## config.mk

```make
export PLATFORM = sky130hd
export DESIGN_NAME = lpc_operand_packer
export DESIGN_NICKNAME = d
export VERILOG_FILES = /design/src/rtl/lpc_pkg.sv /design/src/rtl/lpc_tag_delay.sv /design/src/rtl/lpc_operand_packer.sv
export SDC_FILE = /design/constraint.sdc
export NUM_CORES = 1
export LEC_CHECK = 0
export ABC_AREA = 1
export BUFFER_PORTS_ARGS = -buffer_cell sky130_fd_sc_hd__clkbuf_2
export CORE_ASPECT_RATIO = 1.5
export CORE_MARGIN = 2
export CORE_UTILIZATION = 49
export CTS_CLUSTER_DIAMETER = 50
export DETAILED_ROUTE_END_ITERATION = 8
export PLACE_DENSITY = 0.76
export SETUP_SLACK_MARGIN = 0.5
export SLEW_MARGIN = 10
export SYNTH_ARGS = -nofsm -noshare
export SYNTH_HDL_FRONTEND = slang
export SYNTH_SLANG_ARGS = --single-unit
```

## constraint.sdc

```tcl
create_clock -name clk -period 2.3 [get_ports clk]
set_input_delay 0.46 -clock clk [delete_from_list [all_inputs] [get_ports clk]]
set_output_delay 0.46 -clock clk [all_outputs]
set_load 0.01 [all_outputs]
```

## src/rtl/lpc_pkg.sv

```systemverilog
// rtl/lpc_pkg.sv - mode codes and lane helpers shared by the operand packer and result side
package lpc_pkg;

  localparam logic [1:0] MODE_2B  = 2'b00;
  localparam logic [1:0] MODE_4B  = 2'b01;
  localparam logic [1:0] MODE_8B  = 2'b10;
  localparam logic [1:0] MODE_OFF = 2'b11;

  localparam int MUL_LATENCY_DEF = 2;

  function automatic logic [2:0] lanes_of(input logic [1:0] mode);
    case (mode)
      MODE_2B: lanes_of = 3'd4;
      MODE_4B: lanes_of = 3'd2;
      default: lanes_of = 3'd1;
    endcase
  endfunction

  function automatic logic [3:0] lane_width(input logic [1:0] mode);
    case (mode)
      MODE_2B: lane_width = 4'd2;
      MODE_4B: lane_width = 4'd4;
      default: lane_width = 4'd8;
    endcase
  endfunction

  // Truncates an element to the lane width and moves it to its lane position.
  function automatic logic [7:0] lane_insert(input logic [1:0] mode, input logic [1:0] lane,
                                             input logic [7:0] elem);
    logic [7:0] mask;
    logic [3:0] sh;
    mask = 8'hFF >> (4'd8 - lane_width(mode));
    sh   = {2'b00, lane} * lane_width(mode);
    lane_insert = (elem & mask) << sh;
  endfunction

endpackage

```

## src/rtl/lpc_tag_delay.sv

```systemverilog
// rtl/lpc_tag_delay.sv - fixed-depth valid/last shift register aligned to multiplier latency
module lpc_tag_delay #(
  parameter int DEPTH = 2
) (
  input  logic clk,
  input  logic rst_n,
  input  logic in_valid,
  input  logic in_last,
  output logic out_valid,
  output logic out_last
);

  logic [DEPTH-1:0] valid_q, valid_d;
  logic [DEPTH-1:0] last_q, last_d;

  always_comb begin
    valid_d    = valid_q;
    last_d     = last_q;
    valid_d[0] = in_valid;
    last_d[0]  = in_last;
    for (int i = 1; i < DEPTH; i++) begin
      valid_d[i] = valid_q[i-1];
      last_d[i]  = last_q[i-1];
    end
  end

  always_ff @(posedge clk) begin
    if (!rst_n) begin
      valid_q <= '0;
      last_q  <= '0;
    end else begin
      valid_q <= valid_d;
      last_q  <= last_d;
    end
  end

  assign out_valid = valid_q[DEPTH-1];
  assign out_last  = last_q[DEPTH-1];

endmodule

```

## src/rtl/lpc_operand_packer.sv

```systemverilog
// rtl/lpc_operand_packer.sv - packs signed element pairs into lane words for the precision-scalable multiplier
module lpc_operand_packer
  import lpc_pkg::*;
#(
  parameter int MUL_LATENCY = MUL_LATENCY_DEF
) (
  input  logic       clk,
  input  logic       rst_n,
  input  logic [1:0] cfg_mode,
  input  logic       s_valid,
  output logic       s_ready,
  input  logic [7:0] s_x,
  input  logic [7:0] s_y,
  input  logic       s_last,
  input  logic       m_ready,
  output logic       m_valid,
  output logic [7:0] m_x,
  output logic [7:0] m_y,
  output logic [1:0] m_mode,
  output logic       res_valid,
  output logic       res_last
);

  logic [1:0] lane_cnt_q, lane_cnt_d;
  logic [7:0] part_x_q, part_x_d;
  logic [7:0] part_y_q, part_y_d;
  logic [1:0] word_mode_q, word_mode_d;
  logic       m_valid_q, m_valid_d;
  logic [7:0] m_x_q, m_x_d;
  logic [7:0] m_y_q, m_y_d;
  logic [1:0] m_mode_q, m_mode_d;
  logic       last_q, last_d;

  logic       stall, accept, fire, closing, last_lane;
  logic [1:0] eff_mode;
  logic [7:0] merged_x, merged_y;

  always_comb begin
    stall     = m_valid_q && !m_ready;
    fire      = m_valid_q && m_ready;
    s_ready   = ((cfg_mode != MODE_OFF) || (lane_cnt_q != 2'd0)) && !stall;
    accept    = s_valid && s_ready;
    // The first element of a word decides its precision; later cfg changes wait for the next word.
    eff_mode  = (lane_cnt_q == 2'd0) ? cfg_mode : word_mode_q;
    last_lane = ({1'b0, lane_cnt_q} == (lanes_of(eff_mode) - 3'd1));
    closing   = accept && (last_lane || s_last);
    merged_x  = part_x_q | lane_insert(eff_mode, lane_cnt_q, s_x);
    merged_y  = part_y_q | lane_insert(eff_mode, lane_cnt_q, s_y);

    lane_cnt_d  = lane_cnt_q;
    part_x_d    = part_x_q;
    part_y_d    = part_y_q;
    word_mode_d = word_mode_q;
    m_valid_d   = m_valid_q;
    m_x_d       = m_x_q;
    m_y_d       = m_y_q;
    m_mode_d    = m_mode_q;
    last_d      = last_q;

    if (accept) begin
      word_mode_d = eff_mode;
      if (closing) begin
        lane_cnt_d = 2'd0;
        part_x_d   = 8'h00;
        part_y_d   = 8'h00;
      end else begin
        lane_cnt_d = lane_cnt_q + 2'd1;
        part_x_d   = merged_x;
        part_y_d   = merged_y;
      end
    end

    // Bubbles drive zero operands in the off mode so mac_out reads zero.
    if (closing) begin
      m_valid_d = 1'b1;
      m_x_d     = merged_x;
      m_y_d     = merged_y;
      m_mode_d  = eff_mode;
      last_d    = s_last;
    end else if (fire) begin
      m_valid_d = 1'b0;
      m_x_d     = 8'h00;
      m_y_d     = 8'h00;
      m_mode_d  = MODE_OFF;
      last_d    = 1'b0;
    end
  end

  always_ff @(posedge clk) begin
    if (!rst_n) begin
      lane_cnt_q  <= 2'd0;
      part_x_q    <= 8'h00;
      part_y_q    <= 8'h00;
      word_mode_q <= MODE_OFF;
      m_valid_q   <= 1'b0;
      m_x_q       <= 8'h00;
      m_y_q       <= 8'h00;
      m_mode_q    <= MODE_OFF;
      last_q      <= 1'b0;
    end else begin
      lane_cnt_q  <= lane_cnt_d;
      part_x_q    <= part_x_d;
      part_y_q    <= part_y_d;
      word_mode_q <= word_mode_d;
      m_valid_q   <= m_valid_d;
      m_x_q       <= m_x_d;
      m_y_q       <= m_y_d;
      m_mode_q    <= m_mode_d;
      last_q      <= last_d;
    end
  end

  assign m_valid = m_valid_q;
  assign m_x     = m_x_q;
  assign m_y     = m_y_q;
  assign m_mode  = m_mode_q;

  lpc_tag_delay #(
    .DEPTH(MUL_LATENCY)
  ) u_tag_delay (
    .clk      (clk),
    .rst_n    (rst_n),
    .in_valid (fire),
    .in_last  (fire && last_q),
    .out_valid(res_valid),
    .out_last (res_last)
  );

endmodule

```

Yosys cells after proc, flatten, opt, wreduce, memory -nomap -nowiden
Index checks and enable logic that the tools add are counted.
{ "totals": {"latch_bits": 0, "romBits": 0, "word_cells": 53, "ff_bits": 44, "mem_bits_rw": 0, "mem_count": 0, "out_inout_bits": 22} }
{ "classes": {"n_div": 0, "eq_ne": 3, "n_bitwise": 4, "n_mux": 14, "mul": 1, "reduce_logical": 14, "n_lt_le_gt_ge": 0, "addsub": 3, "shift": 3} }
{ "op_table": {"columns": ["cell", "n"], "rows": [
  ["8-bit 2-to-1 mux", 5],
  ["8-bit bitwise AND", 2],
  ["8-bit OR", 2],
  ["8-bit by 4-bit << shifter with 8-bit output", 2],
  ["2-bit 2-to-1 mux", 4],
  ["4-bit one-hot mux with 2 select lines", 1],
  ["8-bit by 4-bit >> shifter with 8-bit output, first input constant", 1],
  ["1-bit logical AND", 6],
  ["3-bit one-hot mux with 2 select lines", 1],
  ["2-bit logical NOT", 2],
  ["2-bit by 4-bit multiplier with 4-bit output", 1],
  ["2-bit nonzero test", 2],
  ["4-bit subtractor, first input constant", 1],
  ["2-bit by 3-bit equality test with 1-bit output", 1],
  ["1-bit 2-to-1 mux", 3],
  ["3-bit by 1-bit subtractor with 3-bit output, second input constant", 1],
  ["2-bit by 1-bit adder with 2-bit output, second input constant", 1],
  ["2-bit by 1-bit equality test with 1-bit output, second input constant", 1],
  ["1-bit logical NOT", 2],
  ["1-bit logical OR", 2],
  ["2-bit != test, second input constant", 1]
]} }

Logic depth before layout (Yosys ltp)
{ "depth": {"word_depth": 10, "depth_mapped": 20} }

By module
From an unflattened synthesis, not the netlist that was laid out.
{ "unflattened": {"hier_cells": 301, "area_unflattened_um2": 2200.9} }
{ "by_module_without_submodules": {"columns": ["mod", "area_each_um2", "n_inst", "cells_per_inst", "seq_area_each_um2"], "rows": [
  ["lpc_operand_packer", 2090.8, 1, 289, 800.8],
  ["lpc_tag_delay", 110.1, 1, 12, 80.1]
]} }

Worst setup path before layout
Ideal clock, no wire load.
{ "synth_timing": {"kind": "register to register", "start": "register lane_cnt_q[1]", "end": "register m_y_q[2], in the netlist m_y[2]", "n_path_buf": 1, "path_slack_ps": -8, "setup_time_ps": 70, "arrival_time_ps": 2237, "path_stages_with_launch": 20, "path_cell_list": "dfxtp_1 -> inv_1 -> ha_1 -> inv_2 -> nand2_2 -> nand2_4 -> inv_2 -> buf_4 -> nor3_1 -> ha_1 -> inv_1 -> nand2_1 -> nand2_1 -> nand4_1 -> nand2_2 -> nor2_2 -> nand2_1 -> nand2_1 -> nand2_1 -> a21oi_1"} }
{ "synth_between": {"elab_chain_cells": 10} }
{ "synth_rtl": {"columns": ["element", "line", "source"], "rows": [
  ["start: declaration", "lpc_operand_packer.sv:24", "logic [1:0] lane_cnt_q, lane_cnt_d;"],
  ["start signal: assignment", "lpc_operand_packer.sv:101", "lane_cnt_q <= lane_cnt_d;"],
  ["2-bit logical NOT *", "lpc_operand_packer.sv:44", "eff_mode = (lane_cnt_q == 2'd0) ? cfg_mode : word_mode_q;"],
  ["2-bit 2-to-1 mux *", "lpc_operand_packer.sv:44", null],
  ["named net eff_mode[1]", "lpc_operand_packer.sv:35", "logic [1:0] eff_mode;"],
  ["2-bit by 1-bit equality test with 1-bit output or 2-bit logical NOT (tied branches)", "lpc_pkg.sv:12, lpc_pkg.sv:20", null],
  ["4-bit one-hot mux with 2 select lines", "lpc_pkg.sv:20", "case (mode)"],
  ["4-bit subtractor", "lpc_pkg.sv:32", "mask = 8'hFF >> (4'd8 - lane_width(mode));"],
  ["8-bit by 4-bit >> shifter with 8-bit output", "lpc_pkg.sv:32", null],
  ["8-bit bitwise AND", "lpc_pkg.sv:34", "lane_insert = (elem & mask) << sh;"],
  ["8-bit by 4-bit << shifter with 8-bit output", "lpc_pkg.sv:34", null],
  ["8-bit OR", "lpc_operand_packer.sv:48", "merged_y = part_y_q | lane_insert(eff_mode, lane_cnt_q, s_y);"],
  ["8-bit 2-to-1 mux", "lpc_operand_packer.sv:74", "if (closing) begin"],
  ["end signal: assignment", "lpc_operand_packer.sv:107", "m_y_q <= m_y_d;"],
  ["end: declaration", "lpc_operand_packer.sv:30", "logic [7:0] m_y_q, m_y_d;"]
]} }
Mark *: on every way through the listed nets, which the timed path passes. The rest lies on a longest branch.
A chain may end at the register's enable or synchronous reset.

Final worst setup path
{ "layout_timing": {"start": "register lane_cnt_q[1]", "end": "register part_y_q[6]"} }
{ "layout_between": {"elab_chain_cells": 10} }
{ "layout_rtl": {"columns": ["element", "line", "source"], "rows": [
  ["2-bit logical NOT", "lpc_operand_packer.sv:44", null],
  ["2-bit 2-to-1 mux", "lpc_operand_packer.sv:44", null],
  ["2-bit by 1-bit equality test with 1-bit output or 2-bit logical NOT (tied branches)", "lpc_pkg.sv:12, lpc_pkg.sv:20", null],
  ["4-bit one-hot mux with 2 select lines", "lpc_pkg.sv:20", null],
  ["4-bit subtractor", "lpc_pkg.sv:32", null],
  ["8-bit by 4-bit >> shifter with 8-bit output", "lpc_pkg.sv:32", null],
  ["8-bit bitwise AND", "lpc_pkg.sv:34", null],
  ["8-bit by 4-bit << shifter with 8-bit output", "lpc_pkg.sv:34", null],
  ["8-bit OR", "lpc_operand_packer.sv:48", null],
  ["8-bit 2-to-1 mux", "lpc_operand_packer.sv:62", "if (closing) begin"],
  ["end signal: assignment", "lpc_operand_packer.sv:103", "part_y_q <= part_y_d;"],
  ["end: declaration", "lpc_operand_packer.sv:26", "logic [7:0] part_y_q, part_y_d;"]
]} }
Parallel ways exist; a longest one is shown, timed or not.

==> impl_metrics.toml <==
[run_status]
status = "finished, violations left"
failed_checks = "DRC"

[layout]
n_antenna_cell = 0
layout.cells.non_filler = 407
final_layout_size_suffix_gt1_frac = 0.396
finalNetCount = 386
multi_input_area_um2 = 1320
fillers = 348
regArea_um2 = 886
area_growth_pct = 35.3

[worst_hold_path]
min_from = "u_tag_delay.valid_q[0]"
hp-class = "reg2reg"

[synthesis]
yosysMostFrequentCell = "nand2_1"
syn_area_um2 = 2200
synthArstFlopShare = 0
ys.flop_type = "dfxtp_1"
ys_types = 26
yosys_warnings = 0
synth_top_area_share = 0.401
netlist_instances = 297
synthesis.nets = 323
yosysSeqAreaShare = 0.401
synthTopCellsByArea = "dfxtp_1 40%, nand2_1 15%, a21oi_1 6.6%"
synth_common_cells = "85 x nand2_1, 44 x dfxtp_1, 29 x a21oi_1"
synth_area_per_cell_um2 = 7.39
synth-seq-cells = 44
synth-edff-count = 0
synth.largest_area_cell = "dfxtp_1"

[sta]
max_freq_mhz = 447
tightest_slew_ns = 0.687
max_slew_margin = 0.541
rsz0062_at_grt = "yes"
tns_ns = 0
fin_ws_ns = 0.0629
finalHoldViolations = 0
maxSlewViolCount = 0
min_period_ns = 2.24
fin_skew_ns = 0.00537
finalSetupViolations = 0
finalCritPeriodShare = 0.973

[cts]
cts_num_sinks = 44
tritoncts = "built"
cts_hold_buf = 0
htree_levels = 2
clk_path_buf_depth = 2
numCtsBuffers = 5
clockRootBuffer = "clkbuf_8"
cts.clk_slew.worst_paths_ns = 0.09
clk-insertion-delay-late_ns = 0.30

[drt]
vias = 2215
dr.first_iter.drc_count = 124
wl_per_cell_um = 15.1
ant_nets = 0
wl_mm = 6.16
route.detailed.drc = 4
firstDrtPassIters = 6
routed_via_density = 5.44

[worst_setup_path]
start_kind = "flip-flop"
required_ns = 2.51
reg2reg_from = "lane_cnt_q[1]"
end_kind = "flip-flop"
cp-startpoint = "lane_cnt_q[1]"
slowest_delay_ns = 0.36
path_cells = "inv_4 > ha_4 > inv_4 > nand2_2 > nand2_4 > nor3_4 > ha_2 > nand2_1 > nand2_1 > nand4_1 > nand2_2 > nor2_1 > nand2_1 > nand2_2 > and3_4"
path_delay_family = "simple AND/OR/NAND/NOR gates"
crit_slowest_cell = "dfxtp_4"
critPathMaxFanout = 6
worst-setup-path-type = "reg2reg"
worstPathArrival_ns = 2.45
worst-path-buf-inv = 2

[floorplan]
die_area_um2 = 5040
io_pins = 45
start_util = 0.513
core_um2 = 4280
die_w_um = 58.7
die_h_um = 86.0
rows = 29

[pwr]
ir_drop_v = 0.000426
leakage_nw = 1.41
power_density_nw_per_um2 = 663

[placement]
hpwl_mm = 3.90
pre_cts_ws_ns = 0.0111
place_congestion = 0.890
port_buffers = 44
dp.cells = 382

[global_route]
track_usage = 0.230
antenna_found_initial = 0
grt_max_degree = 21
grt_pass1_vias = 1969
gr-total-overflow = 0
grt_pass1_wl_mm = 8.96

[run]
maxCapViolCount = 0
## report_power, final
part / total [mW] / internal (mW) / switching (mW)
Combinational: 0.563 / 0.234 / 0.329
Sequential: 0.840 / 0.814 / 0.0259
Clock: 0.567 / 0.284 / 0.284
Total: 1.97 / 1.33 / 0.639
## sequential cells by signal (all words and copies together), names as in the netlist
| register | cells |
|---|---|
| m_y | 8 |
| m_mode | 2 |
| u_tag_delay.valid_q | 2 |
| part_x_q | 8 |
| u_tag_delay.last_q | 2 |
| lane_cnt_q | 2 |
| word_mode_q | 2 |
| last_q | 1 |
| m_x | 8 |
| m_valid | 1 |
| part_y_q | 8 |
## routing by layer
| metal | vias to the layer above | track usage | part of all wire | wire length [µm] |
|---|---|---|---|---|
| li1 | 1113 | - | - | - |
| met1 | 1014 | 0.293 | 0.42 | 2620 |
| met2 | 78 | 0.381 | 0.50 | 3090 |
| met3 | 10 | 0.0407 | 0.054 | 333 |
| met4 | 0 | 0.0888 | 0.019 | 116 |
| met5 | - | 0 | 0 | 0 |
## worst reg2reg max path: stages, from the launching register on
cell and delay, ns:
dfxtp_4 0.36, inv_4 0.06, ha_4 0.16, inv_4 0.05
nand2_2 0.08, nand2_4 0.09, nor3_4 0.18, ha_2 0.20
nand2_1 0.05, nand2_1 0.08, nand4_1 0.25, nand2_2 0.24
nor2_1 0.05, nand2_1 0.08, nand2_2 0.07, and3_4 0.15
## area by class of cell
cell class | instances | share of cell area
repair buffers | 70 | 0.158
inverters | 29 | 0.0430
clock buffers | 6 | 0.0316
flip-flops and latches | 44 | 0.298
multi-input cells | 210 | 0.444
clock inverters | 2 | 0.00548
well taps | 46 | 0.0194
## cell families (layout without fill, tap and decap cells)
logic type / Yosys count / in the layout / synth area share
adder cells (fa/ha/maj): 3 / 3 / 0.0171
AO/OA/AOI/OAI: 50 / 50 / 0.123
buffers and inverters: 43 / 107 / 0.0832
flip-flops: 44 / 44 / 0.401
AND/OR/NAND/NOR: 157 / 157 / 0.375
## path summary, 6_finish.rpt
check	cells past startpoint	slack, ns	to
worst min-delay path	2	0.42	u_tag_delay.valid_q[1]
worst min register to register	2	0.42	u_tag_delay.valid_q[1]
worst max register to register	15	0.06	part_y_q[6]
worst max-delay path	15	0.06	part_y_q[6]
## layout by cell type, fill, tap and decap left out, types with 3 or more instances in the layout
| cell type | synthesis | final |
|---|---|---|
| nand2_2 | 5 | 17 |
| and3_1 | 8 | 5 |
| a21oi_2 | 0 | 6 |
| inv_1 | 25 | 23 |
| nor2_4 | 1 | 3 |
| nand3_1 | 15 | 10 |
| dfxtp_1 | 44 | 42 |
| clkbuf_2 | 0 | 44 |
| nor2_1 | 6 | 5 |
| nand2_1 | 85 | 70 |
| and3_4 | 0 | 3 |
| nand4_1 | 19 | 19 |
| buf_4 | 2 | 20 |
| nand2_4 | 3 | 4 |
| clkbuf_8 | 0 | 5 |
| o21ai_0 | 13 | 11 |
| a21oi_1 | 29 | 23 |
| o21bai_1 | 8 | 7 |
| nand3_2 | 1 | 6 |
| buf_6 | 1 | 3 |
| nor3b_2 | 8 | 8 |
## stage by stage
stage | hold WS [ns] | power (mW) | utilization | instance area (µm²)
2_1_floorplan | 0.390 | 1.16 | - | 2250
3_3_place_gp | 0.401 | 1.28 | 0.588 | 2520
3_5_place_dp | 0.408 | 1.29 | 0.588 | 2520
4_1_cts | 0.428 | 1.87 | 0.634 | 2720
5_1_grt | 0.443 | 2.06 | 0.694 | 2970
6_report | 0.424 | 1.97 | 0.694 | 2970
## repair_timing
action | in CTS | in global routing
pin swaps | 12 | 17
gates cloned | 0 | 1
setup endpoints to repair | 36 | 38
gates resized for setup | 10 | 41
buffers inserted | 6 | 10
(Power assumes the default switching activity.)
